`config.mk`:
```
export PLATFORM = sky130hd
export DESIGN_NAME = lcd_page_arbiter
export DESIGN_NICKNAME = d
export VERILOG_FILES = /design/src/rtl/lcd_page_arbiter.sv
export SDC_FILE = /design/constraint.sdc
export NUM_CORES = 1
export LEC_CHECK = 0
export ABC_CLOCK_PERIOD_IN_PS = 25400
export CORE_AREA = 2 2 501 503
export CTS_BUF_LIST = sky130_fd_sc_hd__clkbuf_4
export DETAILED_ROUTE_END_ITERATION = 8
export DIE_AREA = 0 0 503 505
export GPL_TIMING_DRIVEN = 0
export REMOVE_ABC_BUFFERS = 1
export SLEW_MARGIN = 20
export SYNTH_ARGS = -nofsm -noshare
export SYNTH_HDL_FRONTEND = slang
export SYNTH_SLANG_ARGS = --single-unit
```
`constraint.sdc`:
```
create_clock -name clk_400hz -period 25.4 [get_ports clk_400hz]
set_input_delay 5.08 -clock clk_400hz [delete_from_list [all_inputs] [get_ports clk_400hz]]
set_output_delay 5.08 -clock clk_400hz [all_outputs]
set_load 0.01 [all_outputs]
```
`src/rtl/lcd_page_arbiter.sv`:
```
// lcd_page_arbiter: round-robin sharing of one 2x16 LCD among NREQ requesters,
// with a minimum hold time per grant and immediate release on withdraw.
module lcd_page_arbiter #(
    parameter int NREQ       = 4,
    parameter int HOLD_TICKS = 800,
    parameter int CW         = 10
) (
    input  logic                 clk_400hz,
    input  logic                 rst,
    input  logic [NREQ-1:0]      req,
    input  logic [NREQ*128-1:0]  req_line1,
    input  logic [NREQ*128-1:0]  req_line2,
    output logic [127:0]         line1,
    output logic [127:0]         line2,
    output logic [NREQ-1:0]      grant,
    output logic                 busy,
    output logic [NREQ-1:0]      released
);
    localparam int PW = (NREQ > 1) ? $clog2(NREQ) : 1;
    localparam logic [127:0] SPACES = {16{8'h20}};

    typedef enum logic [1:0] {S_IDLE = 2'd0, S_HOLD = 2'd1, S_SHARE = 2'd2} state_t;

    state_t          r_state, w_state;
    logic [NREQ-1:0] r_grant, w_grant, r_released, w_cand;
    logic [PW-1:0]   r_rr, w_rr, w_win;
    logic [CW-1:0]   r_cnt, w_cnt;
    logic [127:0]    r_line1, r_line2;
    logic            r_busy, w_found, w_line_en;

    // r_rr always names the current owner, so searching from r_rr+1 with the
    // owner masked out serves both fresh arbitration and change-over
    always_comb begin
        w_cand  = req & ~r_grant;
        w_found = 1'b0;
        w_win   = r_rr;
        for (int k = 1; k <= NREQ; k++) begin
            if (!w_found && w_cand[(int'(r_rr) + k) % NREQ]) begin
                w_found = 1'b1;
                w_win   = PW'((int'(r_rr) + k) % NREQ);
            end
        end
    end

    always_comb begin
        w_state = r_state;
        w_grant = r_grant;
        w_rr    = r_rr;
        w_cnt   = r_cnt;
        case (r_state)
            S_IDLE: begin
                if (w_found) begin
                    w_state = S_HOLD;
                    w_grant = NREQ'(1) << w_win;
                    w_rr    = w_win;
                    w_cnt   = CW'(HOLD_TICKS - 1);
                end
            end
            S_HOLD, S_SHARE: begin
                // withdraw, hold expiry and sharing all resolve in the same cycle
                if (!req[r_rr] || r_state == S_SHARE || r_cnt == '0) begin
                    if (w_found) begin
                        w_state = S_HOLD;
                        w_grant = NREQ'(1) << w_win;
                        w_rr    = w_win;
                        w_cnt   = CW'(HOLD_TICKS - 1);
                    end else if (!req[r_rr]) begin
                        w_state = S_IDLE;
                        w_grant = '0;
                    end else begin
                        w_state = S_SHARE;
                    end
                end else begin
                    w_cnt = r_cnt - CW'(1);
                end
            end
            default: begin
                w_state = S_IDLE;
                w_grant = '0;
            end
        endcase
    end

    assign w_line_en = (r_state == S_HOLD || r_state == S_SHARE) && w_state != S_IDLE;

    always_ff @(posedge clk_400hz or posedge rst) begin
        if (rst) begin
            r_state    <= S_IDLE;
            r_grant    <= '0;
            r_busy     <= 1'b0;
            r_released <= '0;
            r_rr       <= PW'(NREQ - 1);
            r_cnt      <= '0;
            r_line1    <= SPACES;
            r_line2    <= SPACES;
        end else begin
            r_state    <= w_state;
            r_grant    <= w_grant;
            r_busy     <= |w_grant;
            r_released <= r_grant & ~w_grant;
            r_rr       <= w_rr;
            r_cnt      <= w_cnt;
            r_line1    <= w_line_en ? req_line1[int'(r_rr)*128 +: 128] : SPACES;
            r_line2    <= w_line_en ? req_line2[int'(r_rr)*128 +: 128] : SPACES;
        end
    end

    assign line1    = r_line1;
    assign line2    = r_line2;
    assign grant    = r_grant;
    assign busy     = r_busy;
    assign released = r_released;
endmodule

```
Word level (Yosys, flattened, before mapping). Index checks and enable logic that the tools add are counted. Widths: inputs -> output; s select.

Register bits after elaboration: 279. Output and inout port bits: 265. Word-level logic and storage cells: 94.

Add/sub/neg operators: 5. Order comparisons: 5. Eq/ne operators: 3. Shift operators: 3. Multiplexer cells: 40. Bitwise gates (word level): 8. Reductions and logical operators: 22.

Operators by type and width (count): $shiftx 512x10->128 (2); $mux 128 (2); $mux 10 (2); $mux 2 (10); $pmux 10 s2 (1); $lt 3x4->1 const B (4); $mux 4 (4); $mux 1 (13); $bmux 1 s2 (5); $logic_not 10->1 (1); $reduce_or 2->1 (5); $sub 10x1->10 const B (1); $and 4x4->4 (2); $not 4->4 (2); $pmux 2 s2 (2); $pmux 4 s2 (1); $add 2x1->2 const B (2); $add 2x2->2 const B (2); $and 1x1->1 const A (4); $logic_and 1x1->1 (4); $logic_not 1->1 (4); $reduce_bool 2->1 (2); $reduce_or 4->1 (1); $shl 1x2->4 const A (1); 7 further kinds (9).

Longest topological paths before layout.
Word-level depth: 22. Depth in mapped cells: 10. Gate-level depth less buffers: 7.

Least setup slack after synthesis. OpenSTA, ideal clock, no wires.

Kind: in2reg. Start point: in req[3]. End point: reg r_line2[100], in the netlist line2[100]. Library setup time: 0.126 ns. Arrival: 6.574 ns. Data required time: 25.274 ns. Path slack: 18.700 ns. Stages on the path: 6. Path buffers: 2. Cell sequence: mux4_2 -> and2_1 -> a32oi_4 -> buf_4 -> buf_2 -> a21oi_1.

Cells in the longest elaborated chain, start to end: 20. Elaborated cells on any way between the ends: 36. Those cells by class: 24 x mux; 1 x bitwise; 11 x reduce/logical.

Ends and longest elaborated chain: from (decl) (line 10) `input logic [NREQ-1:0] req,`; $and 4x4->4 (line 34) `w_cand = req & ~r_grant;`; $bmux 1 s2 (line 38) `if (!w_found && w_cand[(int'(r_rr) + k) % NREQ]) begin`; $mux 1 (implied by the code) (2 in a row) (line 38); $mux 1 (line 38); $logic_not 1->1 (line 38); $logic_and 1x1->1 (line 38); $mux 1 (line 38); $logic_not 1->1 (line 38); [3 not listed]; $logic_and 1x1->1 (line 38); $mux 1 (line 38); $mux 2 (line 62) `if (w_found) begin`; $mux 2 (line 61) `if (!req[r_rr] || r_state == S_SHARE || r_cnt == '0) begin`; $pmux 2 s2 (*) (line 50) `case (r_state)`; $reduce_bool 2->1 (*) (line 84) `assign w_line_en = (r_state == S_HOLD || r_state == S_SHARE) && w_state != S_IDLE;`; $logic_and 1x1->1 (*) (line 84); $mux 128 (*) (line 104) `r_line2 <= w_line_en ? req_line2[int'(r_rr)*128 +: 128] : SPACES;`; to (signal assigned) (line 104); to (decl) (line 28) `logic [127:0] r_line1, r_line2;`.

Mark *: on every way between the ends. The rest lies on a longest branch, timed or not. The select of a mux whose other input is x is not followed. A chain may end at the register's enable or synchronous reset.

Worst setup path after layout.
Start point: reg r_line2[69], in the netlist line2[69]. End point: out line2[69].

RTL lines: to (decl) (line 14) `output logic [127:0] line2,`.

No word-level cell between the ends.

==> results.ini <==
[status]
status=completed

[worst_setup_path]
r2r_slack_ns=21.16
r2r_end=line2[82]$_DFF_PP0_
cp_num_buf_inv=1
critical_path_class=register to primary output
cp.required_ns=20.32
slowest_delay_ns=0.97
path_cells=clkdlybuf4s50_1
rr_startpoint=r_rr[0]$_DFFE_PP1P_
cp.depth=1
path_delay_family=buffers and inverters
worstSetupEndpointType=primary output
crit_fanout=1
cp-start-kind=register
worstRegToRegCells=10
critPathSlowestCell=clkdlybuf4s50_1
cp_data_arrival_time_ns=2.57

[timing]
slew_viol_final=0
worstMarginPinSlew_ns=0.913
period_needed_ns=7.65
setup_viol=0
rsz0062_at_grt=false
finalSetupTns_ns=0
finClkSkew_ns=0.118
hold_slack_ns=0.570
fmax_mhz=131
hold_viol_final=0
slew_headroom=0.392
period_share=0.301

[placement]
port_buffers=1294
detailed_place_hpwl_um=188000
routabilityCongestion=1.12
dp.cells=5839

[worst_hold_path]
hold_class=register to register
holdPathEnd=r_cnt[1]$_DFFE_PP0P_
min_delay_path_depth=2
min-delay-start=r_cnt[1]$_DFFE_PP0P_

[finish]
areaGrowthSynthToFinish_pct=117
layoutNonFillerInstCount=6163
final_util=0.144
drive_gt1_frac=0.190
fin_nets=3649
fill_cells=27900

[logic_synthesis]
avgSynthCellArea_um2=12.6
synth_area_mm2=0.0165
synth_seq_cells=279
netlist.area_leader.share=0.372
synth_largest_area_cell=dfrtp_1
ys.warnings.count=0
ys.flop_type=dfrtp_1
async_flop_share=1.00
yosysSeqAreaShare=0.426
synth.area.top_cells=dfrtp_1 (37%), mux4_2 (35%), a21oi_1 (6.9%)
synth-edff-count=0
synthCells=1312
synth.distinct_cells=48

[routing]
via_per_inst=3.32
ant_nets=0
vias=20500
detail_route.first_pass.iterations=7
wl_um=210000
drc=0
drtIter0Drc=1669
wl_per_cell_um=34.1

[grt]
grt_pass1_wl_um=253000
grt_max_degree=83
grtUsageTotal=0.160
overflow=0
antenna_found_initial=349
first_global_vias=20500

[floorplan]
core-area_mm2=0.248
dieArea_mm2=0.254
initial_core_util=0.0665
num_rows=183
ioPinCount=1295
die_width_um=503
fp.dieH_um=505

[pwr]
peakVddDrop_uv=80.5
p_per_area_mw_per_mm2=97.3
p_leak_nw=12.9
power_mw=3.49

[cts]
clockBufferDepth=3
cts_inserted_buffers=104
cts_resized=0
clockRootBuffer=clkbuf_4
cts_tree=built
post_cts_buffers=0
clk_pin_slew_worst_paths_ns=0.06
hold_buffers=0
htree_num_levels=3
cts.sinks=279
clk_latency_ns=1.15

[run]
drv_cap=0

[worst max path at each step]
stage                    startpoint             endpoint  slack [ns]
2_1_floorplan                   rst       busy$_DFF_PP0_       12.68
3_3_place_gp   r_state[1]$_DFF_PP0_  line1[41]$_DFF_PP0_        5.45
3_5_place_dp                 req[0]  line2[82]$_DFF_PP0_       16.78
4_1_cts         line2[69]$_DFF_PP1_            line2[69]       17.36
5_1_grt         line2[69]$_DFF_PP1_            line2[69]       17.53
6_report        line2[69]$_DFF_PP1_            line2[69]       17.75
[layout by cell type (no fill, tap or decap), drive strengths merged, types with 5 or more instances in the layout]
master,netlist,layout
buf,69,49
a32o,5,5
clkinv,0,38
mux4,257,257
nand2,231,231
nor3,5,5
a21oi,229,229
nor2b,9,9
clkdlybuf4s50,0,1294
diode,0,136
dfstp,34,34
inv,8,12
dfrtp,245,245
nand2b,6,6
clkbuf,77,146
nor2,42,42
o21ai,42,42
[Yosys cell counts, drive strengths merged, types with 4 or more instances]
library cell and count:
mux4 257, dfrtp 245, nand2 231, a21oi 229, clkbuf 77, buf 69, nor2 42, o21ai 42
dfstp 34, nor2b 9, inv 8, nand2b 6, a32o 5, nor3 5, a211oi 4, ha 4
[metal layers]
metal / GRT usage / share of wire / vias to the layer above
met5: 0 / 0.0068 / -
met4: 0.0853 / 0.060 / 214
met3: 0.120 / 0.17 / 709
met2: 0.241 / 0.43 / 1846
met1: 0.159 / 0.33 / 9818
li1: - / - / 7872
[cells by family (layout without fill, tap and decap cells)]
group,count (synthesis),in the layout,share of synthesized area
AO/OA/AOI/OAI,304,304,0.101
AND/OR/NAND/NOR,309,309,0.0768
multiplexers,262,262,0.354
buffers and inverters,154,1539,0.0391
other,0,136,0
flip-flops,279,279,0.426
adder cells (fa/ha/maj),4,4,0.00303
[power breakdown]
group          internal [mW]  total, mW  switching (mW)  leakage (nW)
clock                  0.266      0.559           0.293         0.781
sequential             0.613      0.697          0.0839          3.56
combinational           1.05       2.23            1.18          8.55
total                   1.93       3.49            1.56          12.9
[through the flow]
step	cell area (um2)	setup WS, ns
after global placement	33000	5.45
after global routing	35700	17.53
final	35900	17.75
after CTS	35500	17.36
after detailed placement	34200	16.78
after floorplan	15900	12.68
[sequential cells by signal (all words and copies together) (netlist names)]
| signal | count |
|---|---|
| r_cnt | 10 |
| r_state | 2 |
| released | 4 |
| grant | 4 |
| busy | 1 |
| line2 | 128 |
| r_rr | 2 |
| line1 | 128 |
[area by class of cell]
cell class                 instances  area [um2]  share of cell area
timing repair buffer            1343       14100               0.394
multi-input combinational        879        8850               0.247
sequential                       279        7030               0.196
tap                             3330        4170               0.116
clock buffer                     146        1100              0.0306
antenna                          136         340             0.00949
clock inverter                    42         196             0.00548
inverter                           8        37.5             0.00105
No activity file was read; power rests on OpenSTA's default activity.
